[src/rtl/fetch_unit_pkg.sv]
`default_nettype none
// ============================================================================
//  Module  : fetch_unit_pkg
//  Brief   : Opcode nibbles and fetch FSM encodings shared by fetch and decode.
//  Revision: 1.0
// ============================================================================
package fetch_unit_pkg;

    localparam logic [3:0] C_OP_NOP = 4'h0;
    localparam logic [3:0] C_OP_INC = 4'h1;
    localparam logic [3:0] C_OP_DEC = 4'h2;
    localparam logic [3:0] C_OP_ADN = 4'h3;
    localparam logic [3:0] C_OP_CLR = 4'hC;
    localparam logic [3:0] C_OP_JMP = 4'hA;
    localparam logic [3:0] C_OP_HLT = 4'hF;

    localparam logic [7:0] C_RESET_PC = 8'h00;

    typedef enum logic [2:0] {
        ST_IDLE      = 3'd0,
        ST_FETCH_OP  = 3'd1,
        ST_FETCH_OPR = 3'd2,
        ST_HOLD      = 3'd3,
        ST_HALTED    = 3'd4
    } fetch_state_t;

    function automatic logic op_is(input logic [7:0] opcode, input logic [3:0] nibble);
        return opcode[7:4] == nibble;
    endfunction

endpackage
`default_nettype wire

[src/rtl/fetch_unit_pc_counter.sv]
`default_nettype none
// ============================================================================
//  Module  : pc_counter
//  Brief   : 8-bit program counter with load / increment / hold (mod 256).
//  Revision: 1.0
// ============================================================================
module pc_counter #(
    parameter logic [7:0] RESET_PC = 8'h00
) (
    input  logic       clk,
    input  logic       rst_n,
    input  logic       i_load,
    input  logic       i_inc,
    input  logic [7:0] i_load_val,
    output logic [7:0] o_pc
);

    logic [7:0] r_pc;

    // Load wins over increment so a redirect can preempt an in-flight fetch.
    always_ff @(posedge clk or negedge rst_n) begin
        if (!rst_n) begin
            r_pc <= RESET_PC;
        end else if (i_load) begin
            r_pc <= i_load_val;
        end else if (i_inc) begin
            r_pc <= r_pc + 8'd1;
        end
    end

    assign o_pc = r_pc;

endmodule
`default_nettype wire

[src/rtl/fetch_unit.sv]
`default_nettype none
// ============================================================================
//  Module  : fetch_unit
//  Brief   : Instruction fetch stage: PC, ROM strobes, instruction latch, JMP/HLT.
//  Revision: 1.0
// ============================================================================
module fetch_unit
    import fetch_unit_pkg::*;
#(
    parameter logic [7:0] RESET_PC = C_RESET_PC,
    parameter logic [3:0] OP_JMP   = C_OP_JMP,
    parameter logic [3:0] OP_HLT   = C_OP_HLT
) (
    input  logic       clk,
    input  logic       rst_n,
    output logic [7:0] rom_addr,
    output logic       rom_read,
    output logic       rom_ena,
    input  logic [7:0] rom_data,
    output logic       ir_valid,
    input  logic       ir_ready,
    output logic [7:0] ir_opcode,
    output logic [7:0] ir_operand,
    output logic [7:0] ir_pc,
    input  logic       redirect_valid,
    input  logic [7:0] redirect_addr,
    output logic       halted
);

    fetch_state_t r_state;
    logic         r_rom_ena;
    logic         r_ir_valid;
    logic [7:0]   r_ir_opcode;
    logic [7:0]   r_ir_operand;
    logic [7:0]   r_ir_pc;
    logic         r_halted;

    logic [7:0]   w_pc;
    logic         w_pc_load;
    logic         w_pc_inc;
    logic [7:0]   w_pc_load_val;

    // A redirect loads the PC from any state, including IDLE.
    always_comb begin
        w_pc_load     = 1'b0;
        w_pc_inc      = 1'b0;
        w_pc_load_val = redirect_addr;
        if (redirect_valid) begin
            w_pc_load = 1'b1;
        end else begin
            case (r_state)
                ST_FETCH_OP:  w_pc_inc = 1'b1;
                ST_FETCH_OPR: begin
                    w_pc_load     = 1'b1;
                    w_pc_load_val = rom_data;
                end
                default: ;
            endcase
        end
    end

    pc_counter #(
        .RESET_PC (RESET_PC)
    ) u_pc_counter (
        .clk        (clk),
        .rst_n      (rst_n),
        .i_load     (w_pc_load),
        .i_inc      (w_pc_inc),
        .i_load_val (w_pc_load_val),
        .o_pc       (w_pc)
    );

    always_ff @(posedge clk or negedge rst_n) begin
        if (!rst_n) begin
            r_state      <= ST_IDLE;
            r_rom_ena    <= 1'b0;
            r_ir_valid   <= 1'b0;
            r_ir_opcode  <= 8'h00;
            r_ir_operand <= 8'h00;
            r_ir_pc      <= 8'h00;
            r_halted     <= 1'b0;
        end else if (redirect_valid && r_state != ST_IDLE) begin
            r_state    <= ST_FETCH_OP;
            r_rom_ena  <= 1'b1;
            r_ir_valid <= 1'b0;
            r_halted   <= 1'b0;
        end else begin
            case (r_state)
                ST_IDLE: begin
                    r_state   <= ST_FETCH_OP;
                    r_rom_ena <= 1'b1;
                end
                ST_FETCH_OP: begin
                    r_ir_opcode  <= rom_data;
                    r_ir_pc      <= w_pc;
                    r_ir_operand <= 8'h00;
                    if (op_is(rom_data, OP_JMP)) begin
                        r_state <= ST_FETCH_OPR;
                    end else begin
                        r_state    <= ST_HOLD;
                        r_rom_ena  <= 1'b0;
                        r_ir_valid <= 1'b1;
                    end
                end
                ST_FETCH_OPR: begin
                    r_ir_operand <= rom_data;
                    r_state      <= ST_HOLD;
                    r_rom_ena    <= 1'b0;
                    r_ir_valid   <= 1'b1;
                end
                ST_HOLD: begin
                    if (ir_ready) begin
                        r_ir_valid <= 1'b0;
                        if (op_is(r_ir_opcode, OP_HLT)) begin
                            r_state  <= ST_HALTED;
                            r_halted <= 1'b1;
                        end else begin
                            r_state   <= ST_FETCH_OP;
                            r_rom_ena <= 1'b1;
                        end
                    end
                end
                ST_HALTED: ;
                default: begin
                    r_state    <= ST_IDLE;
                    r_rom_ena  <= 1'b0;
                    r_ir_valid <= 1'b0;
                    r_halted   <= 1'b0;
                end
            endcase
        end
    end

    assign rom_addr   = w_pc;
    assign rom_read   = r_rom_ena;
    assign rom_ena    = r_rom_ena;
    // Masking keeps the decoder from accepting a wrong-path instruction.
    assign ir_valid   = r_ir_valid & ~redirect_valid;
    assign ir_opcode  = r_ir_opcode;
    assign ir_operand = r_ir_operand;
    assign ir_pc      = r_ir_pc;
    assign halted     = r_halted;

endmodule
`default_nettype wire

[config.mk]
export PLATFORM = sky130hd
export DESIGN_NAME = fetch_unit
export DESIGN_NICKNAME = d
export VERILOG_FILES = /design/src/rtl/fetch_unit_pkg.sv /design/src/rtl/fetch_unit_pc_counter.sv /design/src/rtl/fetch_unit.sv
export SDC_FILE = /design/constraint.sdc
export NUM_CORES = 1
export LEC_CHECK = 0
export ABC_CLOCK_PERIOD_IN_PS = 2100
export BUFFER_PORTS_ARGS = -buffer_cell sky130_fd_sc_hd__buf_2
export CAP_MARGIN = 20
export CORE_UTILIZATION = 51
export CTS_CLUSTER_DIAMETER = 40
export CTS_CLUSTER_SIZE = 25
export DETAILED_ROUTE_END_ITERATION = 12
export GPL_TIMING_DRIVEN = 0
export PLACE_DENSITY_LB_ADDON = 0.2
export SETUP_SLACK_MARGIN = 0.05
export SYNTH_ARGS = -nofsm -noshare
export SYNTH_HDL_FRONTEND = slang
export SYNTH_SLANG_ARGS = --single-unit
[constraint.sdc]
create_clock -name clk -period 2.1 [get_ports clk]
set_input_delay 0.42 -clock clk [delete_from_list [all_inputs] [get_ports clk]]
set_output_delay 0.42 -clock clk [all_outputs]
set_load 0.01 [all_outputs]
Word level (Yosys, flattened, before mapping)

Cells that the tools add are included.

Bits of input ports: 20
Output and inout port bits: 36
Flip-flop bits (word level): 38
Word-level logic and storage cells: 65

Bitwise gates (word level): 3
Muxes and demuxes: 27
Add/subtract/negate cells: 1
Equality and inequality tests: 13
Reductions and logical operators: 13

Operators by type and width:

| cell                  | number |
|---|---|
| $mux W8               | 4 |
| $pmux W8 S2           | 1 |
| $mux W1               | 15 |
| $pmux W3 S5           | 1 |
| $ne A3 B3 Y1 const B  | 4 |
| $mux W3               | 3 |
| $add A8 B1 Y8 const B | 1 |
| $eq A4 B4 Y1 const B  | 2 |
| $pmux W1 S4           | 2 |
| $eq A3 B2 Y1 const B  | 2 |
| $reduce_and A2 Y1     | 3 |
| $reduce_and A3 Y1     | 2 |
| $ne A2 B1 Y1 const B  | 2 |
| $reduce_and A4 Y1     | 1 |
| $reduce_bool A2 Y1    | 2 |
| $reduce_or A4 Y1      | 1 |
| $eq A3 B1 Y1 const B  | 1 |
| $eq A3 B3 Y1 const B  | 1 |
| $logic_not A3 Y1      | 1 |
| $reduce_bool A3 Y1    | 1 |
| $ne A2 B2 Y1 const B  | 1 |
| $not A1 Y1            | 2 |
| $pmux W1 S2           | 1 |
| $reduce_or A2 Y1      | 1 |
| other kinds (2)       | 2 |

Logic depth before layout (Yosys ltp)

Depth after elaboration: 5
Mapped depth: 6
Depth with buffers taken out: 4

Hierarchy

Synthesis repeated with hierarchy kept, for this count alone.

Cells, all modules: 155
Area, all modules: 1850.5 µm²

Modules (own cells, without submodules):

| module     | cells an instance | sequential area each (µm²) | times used | area an instance (µm²) |
|---|---|---|---|---|
| fetch_unit | 106               | 750.7                      | 1          | 1400.1 |
| pc_counter | 49                | 200.2                      | 1          | 450.4 |

Worst setup path before layout

Ideal clock, no wire load.

Path kind: input -> register
Start: input port redirect_valid
End: register r_ir_opcode[0], in the netlist ir_opcode[0]
Slack: 0.393 ns
Buffers on the path: 2
Required time: 1.975 ns
Cell stages on the path: 4
Data arrival time: 1.582 ns
Library setup time: 0.125 ns
Cells stage by stage: buf_6 nor4b_4 buf_6 mux2_4

Cells in the longest elaborated chain, start to end: 3

RTL lines:

| element                            | line             | source |
|---|---|---|
| start, declared                    | fetch_unit.sv:25 | `input logic redirect_valid,` |
| $logic_and A1 B1 Y1                | fetch_unit.sv:82 | `end else if (redirect_valid && r_state != ST_IDLE) begin` |
| $not A1 Y1 (no source line)        | --               |  |
| $reduce_and A2 Y1 (no source line) | --               |  |
| end signal, assigned               | fetch_unit.sv:94 | `r_ir_opcode <= rom_data;` |
| end, declared                      | fetch_unit.sv:33 | `logic [7:0] r_ir_opcode;` |

No other way between the ends.
A chain may end at the register's enable or synchronous reset.

Worst setup path in the final report

Start: register r_state[2]
End: register r_ir_opcode[5], in the netlist ir_opcode[5]

Cells in the longest elaborated chain, start to end: 4
Elaborated cells on any way between the ends: 5
Those cells by class: eq/ne: 1; bitwise: 1; reduce/logical: 3

RTL lines:

| element                                | line             | source |
|---|---|---|
| start, declared                        | fetch_unit.sv:30 | `fetch_state_t r_state;` |
| start signal, assigned                 | fetch_unit.sv:75 | `r_state <= ST_IDLE;` |
| start signal, assigned                 | fetch_unit.sv:83 | `r_state <= ST_FETCH_OP;` |
| start signal, assigned                 | fetch_unit.sv:90 | `r_state <= ST_FETCH_OP;` |
| $reduce_bool A3 Y1                     | fetch_unit.sv:82 |  |
| $logic_and A1 B1 Y1                    | fetch_unit.sv:82 |  |
| $not A1 Y1 (no source line)            | --               |  |
| $reduce_and A2 Y1 (no source line) (*) | --               |  |

Mark *: on every way between the ends. The rest lies on a longest branch, timed or not.

==> out/results.txt <==
result of the run - complete, no violations
startpoint-to-endpoint class of the critical path - reg -> reg
total negative slack for setup checks - 0 ns
final critical-path share of the clock period - 91.3%
total of fill cells in the finished design - 284
DP Wirelength - 3.17 mm
crit path DAT - 2.09 ns
Final Hold Violating Endpoints - 0
RSZ-0062 raised after global routing - no
post-detailed-route count of antenna-violating nets - 0
fmax - 0.522 GHz
number of different library cells in the post-synthesis netlist - 46
wire length of the first global-routing pass - 7.25 mm
post-layout worst setup margin - 0.184 ns
global-route usage over all layers - 24.2%
Leak Pwr - 1.13 nW
Fin Clk Skew - 0.00418 ns
final period demand of the worst path - 1.92 ns
Worst setup SP type - flop
clk_lat worst skew - 0.29 ns
area grow syn2layout - 22.8%
vias in the first global route - 1479
area fraction of the dominant cell type after synthesis - 50.7%
max-slew violation total from the final report - 0
total clock buffers created by CTS - 5
overall via count from detail_route - 1519
Slew @ Worst Pin - 0.822 ns
die area - 3920 sq um
CTS hold repair buffers - 0
average cell area after synthesis - 12.4 sq um
number of setup violations in the final report - 0
area of the core - 3440 sq um
average wire per standard cell - 16.5 um
nature of the critical path endpoint - flop
number of cells upsized or downsized after cts - 0
critical-path maximum fanout - 10
DR vias/cell - 5.84
TritonCTS clock tree - done
clock root buffer master - sky130_fd_sc_hd__clkbuf_8
cell area after technology mapping - 1880 sq um
normalized max-slew margin - 45.2%
standard-cell rows - 21
setup fix buffers added after clock tree synthesis - 0
Seq cells post-synth - 38
Yosys top cell by area - sky130_fd_sc_hd__dfrtp_1
Max VDD drop - 0.565 mV
synthesized netlist net count - 172
path class of the lowest-slack min-delay path - in -> async
largest net degree at the start of global routing - 39
Initial Utilization - 54.5%
count leader, synth - sky130_fd_sc_hd__dfrtp_1
max-capacitance violation count - 0
number of nets at the end of the flow - 234
leading post-synthesis cells by instance count - sky130_fd_sc_hd__dfrtp_1, sky130_fd_sc_hd__a22o_1, sky130_fd_sc_hd__mux2_4
# DRC - 0
biggest area contributors in the synthesized netlist - sky130_fd_sc_hd__dfrtp_1, sky130_fd_sc_hd__mux2_4, sky130_fd_sc_hd__a22o_1, sky130_fd_sc_hd__mux2_2, sky130_fd_sc_hd__nor4b_4
total wire length after detailed routing - 4.29 mm
Post-Syn Instances - 151
gpl congestion - 0.840
floorplan die height - 62.6 um
worst setup slack after placement - 0.0484 ns
starting DRC count in detailed routing - 128
initial antenna violation count - 0
fraction of layout instances using a drive strength above 1 - 45.3%
total inserted antenna cells - 0
level count of the clock H-tree - 2
top_reg_cell synth - sky130_fd_sc_hd__dfrtp_1
critical path data required time - 2.28 ns
async set-or-reset flop fraction in the synthesized netlist - 100%
number of synthesized flops with an enable pin - 0
leftover overflow at the end of global routing - 0
pwr dens - 830 nW/um^2
horizontal die dimension - 62.6 um
count of buffers from port buffering - 55
warnings from Yosys - 0
clock slew at the register clock pins of the worst setup and hold paths - 0.08 ns
number of clock sinks - 38
portion of the post-synthesis area used by sequential elements - 50.7%
first-pass iteration count of the detailed router - 4
number of top-level pins - 56
clock buffer depth - 2
[worst paths after layout]
path | startpoint | end | slack, ns | depth (start not counted)
min | rst_n | ir_pc[6] | 0.22 | 1
min reg2reg | halted | halted | 0.48 | 2
max in group asynchronous | rst_n | ir_operand[0] | 1.37 | 1
max | r_state[2] | ir_opcode[5] | 0.18 | 4
min in group clk | rom_data[3] | ir_operand[3] | 0.39 | 2
max reg2reg | r_state[2] | ir_opcode[5] | 0.18 | 4
[registers in the layout (all words and copies together), names as in the netlist]
signal	count
ir_opcode	8
ir_operand	8
ir_pc	8
u_pc_counter.o_pc	8
r_state	3
halted	1
r_ir_valid	1
rom_ena	1
[layout by cell type, fill, tap and decap left out, types with 2 or more instances in the layout]
| cell type | netlist | layout |
|---|---|---|
| sky130_fd_sc_hd__a211oi_1 | 2 | 2 |
| sky130_fd_sc_hd__a21bo_2 | 2 | 2 |
| sky130_fd_sc_hd__a21oi_1 | 4 | 4 |
| sky130_fd_sc_hd__a22o_1 | 12 | 12 |
| sky130_fd_sc_hd__a22oi_1 | 4 | 4 |
| sky130_fd_sc_hd__a31oi_1 | 2 | 2 |
| sky130_fd_sc_hd__and3_1 | 2 | 2 |
| sky130_fd_sc_hd__and4_1 | 2 | 2 |
| sky130_fd_sc_hd__buf_2 | 4 | 59 |
| sky130_fd_sc_hd__buf_4 | 3 | 3 |
| sky130_fd_sc_hd__buf_6 | 2 | 2 |
| sky130_fd_sc_hd__clkbuf_8 | 0 | 6 |
| sky130_fd_sc_hd__dfrtp_1 | 38 | 38 |
| sky130_fd_sc_hd__inv_1 | 3 | 3 |
| sky130_fd_sc_hd__mux2_2 | 7 | 7 |
| sky130_fd_sc_hd__mux2_4 | 9 | 9 |
| sky130_fd_sc_hd__nand2_1 | 6 | 6 |
| sky130_fd_sc_hd__nand3_1 | 3 | 3 |
| sky130_fd_sc_hd__nand4_1 | 4 | 4 |
| sky130_fd_sc_hd__nor2_1 | 5 | 5 |
| sky130_fd_sc_hd__nor2b_1 | 2 | 2 |
| sky130_fd_sc_hd__nor3b_1 | 2 | 2 |
| sky130_fd_sc_hd__nor4b_4 | 2 | 2 |
| sky130_fd_sc_hd__o21a_1 | 3 | 3 |
| sky130_fd_sc_hd__o21ai_0 | 4 | 4 |
| sky130_fd_sc_hd__o22a_1 | 2 | 2 |
| sky130_fd_sc_hd__o31ai_1 | 2 | 2 |
[per-layer routing]
layer | vias to the layer above | wire [um] | GRT usage, % | share of wire (%)
met4 | 0 | 103 | 12.8 | 2.4
met2 | 59 | 2100 | 37.8 | 49
met1 | 754 | 1870 | 31.4 | 44
met5 | - | 0 | 0 | 0
li1 | 695 | - | - | -
met3 | 11 | 220 | 5.47 | 5.1
[power by group]
| part | switching [mW] | total, mW | internal [mW] | leakage, nW |
|---|---|---|---|---|
| clock | 0.262 | 0.525 | 0.264 | 0.0472 |
| sequential | 0.0837 | 0.922 | 0.838 | 0.468 |
| combinational | 0.225 | 0.466 | 0.241 | 0.614 |
| total | 0.570 | 1.91 | 1.34 | 1.13 |
[layout make-up]
type | count | area (sq um) | share of cell area, %
multi-input combinational | 100 | 845 | 36.7
clock buffer | 6 | 82.6 | 3.59
buffer | 10 | 68.8 | 2.99
sequential | 38 | 951 | 41.3
tap | 46 | 57.6 | 2.50
inverter | 3 | 11.3 | 0.489
timing repair buffer | 55 | 275 | 12.0
clock inverter | 2 | 12.5 | 0.543
[worst max-delay path: stages, from the launching register on]
cell and delay (ns):
sky130_fd_sc_hd__dfrtp_1 0.43, sky130_fd_sc_hd__buf_4 0.19, sky130_fd_sc_hd__nor4b_4 0.57, sky130_fd_sc_hd__buf_6 0.29, sky130_fd_sc_hd__mux2_4 0.32
[cell families (layout without fill, tap and decap cells)]
kind of cell / Yosys count / in the layout / share of synthesized area, %
fa+ha+maj: 2 / 2 / 1.20
mux: 16 / 16 / 11.4
buf+inv: 13 / 76 / 4.27
xor+xnor: 2 / 2 / 0.934
compound gates: 44 / 44 / 17.9
flops: 38 / 38 / 50.7
simple gates: 36 / 36 / 13.5
[through the flow]
stage | util [%] | area (sq um) | power [mW] | hold slack, ns | std cells
after floorplan | - | 1880 | 1.21 | 0.124 | 151
after global placement | 64.2 | 2210 | 1.38 | 0.465 | 252
after detailed placement | 64.2 | 2210 | 1.41 | 0.477 | 252
after CTS | 66.9 | 2300 | 1.93 | 0.246 | 260
after global routing | 66.9 | 2300 | 2.01 | 0.291 | 260
final | 66.9 | 2300 | 1.91 | 0.217 | 260
Power figures use the tool's default switching activity.
